File: src/rtl/register_arbiter_pkg.sv
// -----------------------------------------------------------------------------
// register_arbiter_pkg
// Shared definitions for the register arbiter:
//   - default parameter values (requester count, lane width, hold length)
//   - width of the hold counter
//   - FSM state encoding
//   - wrap_inc helper used for the round-robin pointer update
// -----------------------------------------------------------------------------
package register_arbiter_pkg;

   localparam int unsigned DefNReq  = 4;
   localparam int unsigned DefWidth = 4;
   localparam int unsigned DefHold  = 2;

   // Large enough for the maximum hold length of 15.
   localparam int unsigned HoldCntW = 4;

   typedef enum logic [1:0] {
      StIdle  = 2'd0,
      StWrite = 2'd1,
      StHold  = 2'd2
   } state_e;

   // Increment an index and wrap it back to zero at n.
   function automatic int unsigned wrap_inc(input int unsigned idx, input int unsigned n);
      return (idx + 1 >= n) ? 0 : idx + 1;
   endfunction

endpackage

File: src/rtl/register_arbiter_rr_pick.sv
// -----------------------------------------------------------------------------
// register_arbiter_rr_pick (module rr_pick)
// Combinational round-robin selector. The search starts at i_ptr, wraps
// modulo N_REQ, and the first set request bit wins.
//
// Ports:
//   i_req     [N_REQ-1:0]  request vector
//   i_ptr     [IDX_W-1:0]  highest-priority index; must be < N_REQ
//   o_gnt_idx [IDX_W-1:0]  index of the winning requester ('0 when none)
//   o_valid                at least one request bit is set
// -----------------------------------------------------------------------------
module rr_pick #(
   parameter int unsigned N_REQ = 4,
   parameter int unsigned IDX_W = 2
) (
   input  logic [N_REQ-1:0] i_req,
   input  logic [IDX_W-1:0] i_ptr,
   output logic [IDX_W-1:0] o_gnt_idx,
   output logic             o_valid
);

   int               w_sum;
   logic [IDX_W-1:0] w_cand;

   // Walk the offsets from farthest to nearest so the candidate closest to
   // i_ptr is the last one written and therefore the one that wins.
   always_comb begin
      o_valid   = 1'b0;
      o_gnt_idx = '0;
      w_sum     = 0;
      w_cand    = '0;
      for (int k = N_REQ - 1; k >= 0; k--) begin
         w_sum = int'(i_ptr) + k;
         if (w_sum >= int'(N_REQ)) begin
            w_sum = w_sum - int'(N_REQ);
         end
         w_cand = IDX_W'(w_sum);
         if (i_req[w_cand]) begin
            o_valid   = 1'b1;
            o_gnt_idx = w_cand;
         end
      end
   end

endmodule

File: src/rtl/register_arbiter.sv
// -----------------------------------------------------------------------------
// register_arbiter
// Shares one WIDTH-bit register among N_REQ requesters. An idle edge with any
// request latches the round-robin winner. The next edge writes that winner's
// data lane into q, provided the winner still requests, and pulses ack. The
// register is then held for HOLD cycles before the next arbitration. A
// requester that withdraws during WRITE aborts the transfer without
// side effects.
//
// Ports:
//   clk                    single clock, rising edge
//   rst                    asynchronous active-low reset
//   req   [N_REQ-1:0]      level write requests, held until ack
//   data  [N_REQ*WIDTH-1:0] lane i at [i*WIDTH +: WIDTH]
//   q     [WIDTH-1:0]      shared register contents
//   ack   [N_REQ-1:0]      one-hot single-cycle write-done pulse
//   owner [clog2(N_REQ)-1:0] index of the last requester written
//   busy                   high whenever the FSM is not idle
// -----------------------------------------------------------------------------
module register_arbiter
   import register_arbiter_pkg::*;
#(
   parameter int unsigned N_REQ = DefNReq,
   parameter int unsigned WIDTH = DefWidth,
   parameter int unsigned HOLD  = DefHold
) (
   input  logic                       clk,
   input  logic                       rst,
   input  logic [N_REQ-1:0]           req,
   input  logic [N_REQ*WIDTH-1:0]     data,
   output logic [WIDTH-1:0]           q,
   output logic [N_REQ-1:0]           ack,
   output logic [$clog2(N_REQ)-1:0]   owner,
   output logic                       busy
);

   localparam int unsigned IdxW = $clog2(N_REQ);

   // Counter value loaded on entering HOLD; HOLD reaches zero after HOLD cycles.
   localparam logic [HoldCntW-1:0] HoldLast = (HOLD > 0) ? HoldCntW'(HOLD - 1) : '0;

   state_e              r_state;
   state_e              w_state_next;
   logic [IdxW-1:0]     r_gnt_idx;
   logic [IdxW-1:0]     w_gnt_idx_next;
   logic [IdxW-1:0]     r_ptr;
   logic [IdxW-1:0]     w_ptr_next;
   logic [HoldCntW-1:0] r_hold_cnt;
   logic [HoldCntW-1:0] w_hold_cnt_next;
   logic [WIDTH-1:0]    r_q;
   logic [WIDTH-1:0]    w_q_next;
   logic [N_REQ-1:0]    r_ack;
   logic [N_REQ-1:0]    w_ack_next;
   logic [IdxW-1:0]     r_owner;
   logic [IdxW-1:0]     w_owner_next;

   logic [IdxW-1:0]     w_pick_idx;
   logic                w_pick_valid;

   rr_pick #(
      .N_REQ (N_REQ),
      .IDX_W (IdxW)
   ) u_rr_pick (
      .i_req     (req),
      .i_ptr     (r_ptr),
      .o_gnt_idx (w_pick_idx),
      .o_valid   (w_pick_valid)
   );

   // State and output registers. Every output is reset asynchronously, so a
   // reset in WRITE or HOLD drops the transfer and clears q at once.
   always_ff @(posedge clk or negedge rst) begin
      if (!rst) begin
         r_state    <= StIdle;
         r_gnt_idx  <= '0;
         r_ptr      <= '0;
         r_hold_cnt <= '0;
         r_q        <= '0;
         r_ack      <= '0;
         r_owner    <= '0;
      end else begin
         r_state    <= w_state_next;
         r_gnt_idx  <= w_gnt_idx_next;
         r_ptr      <= w_ptr_next;
         r_hold_cnt <= w_hold_cnt_next;
         r_q        <= w_q_next;
         r_ack      <= w_ack_next;
         r_owner    <= w_owner_next;
      end
   end

   always_comb begin
      w_state_next    = r_state;
      w_gnt_idx_next  = r_gnt_idx;
      w_ptr_next      = r_ptr;
      w_hold_cnt_next = r_hold_cnt;
      w_q_next        = r_q;
      w_ack_next      = '0;
      w_owner_next    = r_owner;

      unique case (r_state)
         StIdle: begin
            if (w_pick_valid) begin
               w_gnt_idx_next = w_pick_idx;
               w_state_next   = StWrite;
            end
         end

         StWrite: begin
            // Only commit if the winner is still requesting. Otherwise treat
            // the request as withdrawn and leave all visible state alone.
            if (req[r_gnt_idx]) begin
               w_q_next              = data[int'(r_gnt_idx)*WIDTH +: WIDTH];
               w_ack_next[r_gnt_idx] = 1'b1;
               w_owner_next          = r_gnt_idx;
               w_ptr_next            = IdxW'(wrap_inc(32'(r_gnt_idx), N_REQ));
               if (HOLD > 0) begin
                  w_hold_cnt_next = HoldLast;
                  w_state_next    = StHold;
               end else begin
                  w_state_next = StIdle;
               end
            end else begin
               w_state_next = StIdle;
            end
         end

         StHold: begin
            // Requests are ignored here; they are sampled again in StIdle.
            if (r_hold_cnt == '0) begin
               w_state_next = StIdle;
            end else begin
               w_hold_cnt_next = r_hold_cnt - 1'b1;
            end
         end

         default: begin
            w_state_next = StIdle;
         end
      endcase
   end

   assign q     = r_q;
   assign ack   = r_ack;
   assign owner = r_owner;
   assign busy  = (r_state != StIdle);

endmodule

File: config.mk
export PLATFORM = sky130hd
export DESIGN_NAME = register_arbiter
export DESIGN_NICKNAME = d
export VERILOG_FILES = /design/src/rtl/register_arbiter_pkg.sv /design/src/rtl/register_arbiter_rr_pick.sv /design/src/rtl/register_arbiter.sv
export SDC_FILE = /design/constraint.sdc
export NUM_CORES = 1
export LEC_CHECK = 0
export ABC_CLOCK_PERIOD_IN_PS = 1900
export BUFFER_PORTS_ARGS = -buffer_cell sky130_fd_sc_hd__buf_2
export CELL_PAD_IN_SITES_DETAIL_PLACEMENT = 1
export CELL_PAD_IN_SITES_GLOBAL_PLACEMENT = 2
export CORE_ASPECT_RATIO = 0.6
export CORE_MARGIN = 5
export CORE_UTILIZATION = 29
export DETAILED_ROUTE_END_ITERATION = 12
export GPL_TIMING_DRIVEN = 1
export PLACE_DENSITY_LB_ADDON = 0.2
export SLEW_MARGIN = 30
export SYNTH_ARGS = -nofsm -noshare
export SYNTH_HDL_FRONTEND = slang
export SYNTH_SLANG_ARGS = --single-unit
File: constraint.sdc
create_clock -name clk -period 1.9 [get_ports clk]
set_input_delay 0.38 -clock clk [delete_from_list [all_inputs] [get_ports clk]]
set_output_delay 0.38 -clock clk [all_outputs]
set_load 0.03 [all_outputs]
==> impl_metrics.yaml <==
outcome:
  outcome: "finished, final reports clean"
critical_path:
  cp_max_fo: 14
  endpoint_kind: "flop"
  crit_chain: "mux2i_1, or4b_4, nand2_4, mux2_2"
  critPathLaunchType: "flop"
  cp_slowest_cell: "or4b_4"
  worstSetupPathType: "flop to flop"
  cp.required_ps: 2040
  cp_top_family: "simple AND/OR/NAND/NOR gates"
  slowest_delay_ps: 520
  critPathBufInv: 0
  arrival_ps: 1860
clocking:
  clk-insertion-delay-late_ps: 250
  post_cts_buffers: 0
  cts_tree: "built"
  hold_buffers: 0
  ctsHtreeMaxLevel: 1
  root_buffer: "clkbuf_8"
  clkSinkCount: 20
  clkTransAtPathRegs_ps: 70
  cts-resized-gates: 0
  numCtsBuffers: 3
  clk_path_buf_depth: 2
synth:
  synth_flop_cell: "dfrtp_1"
  ys_seq_area_frac: 0.451
  synth-edff-count: 0
  ys_ff_latch: 20
  yosys_warnings: 0
  synthTopCellsByArea: "dfrtp_1 (45%), mux4_1 (9.5%), ha_1 (6.8%)"
  syn_area_per_cell_um2: 12.6
  async_flop_share: 1.00
  yosys.area.top_type_share: 0.451
  syn_area_mm2: 0.00111
  yosysTopAreaCell: "dfrtp_1"
  syn_nets: 116
  postSynthCellCount: 88
  ys_types: 28
grt:
  track_usage: 0.104
  antenna_found_initial: 0
  grt_max_degree: 21
  grt_pass1_vias: 896
  overflow: 0
  grt_pass1_wl_um: 4300
floorplan:
  row_count: 17
  initial_core_util: 0.301
  core_area_mm2: 0.00368
  num_io_pins: 33
  die_height_um: 57.9
  die_area_mm2: 0.00520
  dieWidth_um: 89.8
route:
  highest_layer: "met4"
  met3_length_um: 99
  via_per_inst: 4.55
  wirelength_met1_um: 1250
  ant_nets: 0
  drtIter0Drc: 14
  vias: 783
  first_pass_iters: 4
  wl_um: 2480
  drc_errors: 0
  wl_per_cell_um: 14.4
  wl_met2_um: 1110
layout:
  final_nets: 154
  antenna-diode-count: 0
  drive_gt1_frac: 0.448
  utilization: 0.373
  syn_to_final_growth_pct: 23.9
timing:
  tightest_slew_ps: 463
  max_freq_mhz: 583
  maxSlewHeadroom: 0.691
  fin_crit_ps: 1720
  rsz0062_at_grt: "false"
  skew_ps: 0.982
  hold_viol_final: 0
  setup_violations: 0
  final.setup.tns_ps: 0
  fin_crit_sh: 0.903
  drv_slew: 0
  hold_slack_ps: 68.0
pwr:
  pwr-share-comb: 0.510
  switching_power_uw: 843
  power.leakage_nw: 0.702
  swShare: 0.397
  ir_drop_uv: 474
  internal_power_mw: 1.28
  power_frac_clock: 0.152
  pwr-share-seq: 0.338
  p_per_area_mw_per_mm2: 1540
placement:
  finalWeightedCongestion: 0.745
  numPortBuffers: 32
  dp_hpwl_um: 1940
job:
  cap_viol_max_count: 0
hold_path:
  hold_class: "primary input to async pin"
-- routing by layer --
metal / track usage / vias to the layer above
li1: - / 386
met1: 0.131 / 381
met5: 0 / -
met3: 0.0337 / 2
met4: 0.0259 / 0
met2: 0.174 / 14
-- cells in the mapped netlist (all sizes together) (4+ instances only) --
| cell type | count |
|---|---|
| mux2 | 9 |
| nand2b | 4 |
| mux4 | 4 |
| and2 | 4 |
| nor2 | 6 |
| dfrtp | 20 |
| inv | 5 |
| a21oi | 4 |
| ha | 6 |
| nand2 | 8 |
-- registers in the layout (all words and copies together), names as in the netlist --
name        flops
q               4
r_ptr           2
r_state         2
owner           2
r_hold_cnt      4
r_gnt_idx       2
ack             4
-- per-stage QoR --
step | instances | instance area (um2) | power, mW | setup WS, ps
6_report | 172 | 1370 | 2.12 | 184
4_1_cts | 172 | 1370 | 2.17 | 174
3_3_place_gp | 168 | 1320 | 1.81 | 153
5_1_grt | 172 | 1370 | 2.31 | 110
3_5_place_dp | 168 | 1320 | 1.83 | 121
2_1_floorplan | 88 | 1110 | 1.56 | 103
-- area by class of cell --
cell class,count,area (um2)
multi-input combinational,61,558
inverter,5,18.8
fill,421,2310
tap,47,58.8
sequential,20,500
timing repair buffer,35,183
clock buffer,4,55.1
-- layout by cell type, fill, tap and decap left out, types with 2 or more instances in the layout --
cell type / synthesis / routed
buf_2: 0 / 32
dfrtp_1: 20 / 20
nand2_1: 7 / 7
mux2_2: 6 / 6
nor2_1: 6 / 6
ha_1: 6 / 6
inv_1: 5 / 5
and2_2: 4 / 4
mux4_1: 4 / 4
nand2b_1: 4 / 4
a21oi_1: 4 / 4
clkbuf_8: 0 / 4
mux2_4: 3 / 3
buf_4: 0 / 3
mux2i_1: 2 / 2
nand3_1: 2 / 2
-- power by group through the flow --
stage	Combinational (mW)	Sequential [mW]	Clock [mW]
finish	1.08	0.717	0.323
global route	1.20	0.744	0.357
CTS	1.11	0.724	0.337
detailed placement	1.10	0.729	0
global placement	1.08	0.724	0
floorplan	0.684	0.877	0
-- final timing paths --
check | start | to | slack [ps] | cells after the start
worst max-delay path | r_gnt_idx[0] | q[0] | 180 | 4
worst min-delay path | rst | r_gnt_idx[0] | 70 | 1
worst max register to register | r_gnt_idx[0] | q[0] | 180 | 4
worst min register to register | owner[1] | owner[1] | 480 | 2
max in group asynchronous | rst | ack[0] | 1520 | 1
min in group clk | owner[1] | owner[1] | 480 | 2
-- cell families (layout without fill, tap and decap cells) --
| kind of cell | count (synthesis) | after routing | synth area share |
|---|---|---|---|
| and+or+nand+nor | 31 | 31 | 0.169 |
| adders and majority gates | 6 | 6 | 0.0677 |
| AOI/OAI and AO/OA | 9 | 9 | 0.0519 |
| DFF | 20 | 20 | 0.451 |
| muxes | 15 | 15 | 0.214 |
| buffers and inverters | 7 | 44 | 0.0451 |
(Power assumes the default switching activity.)
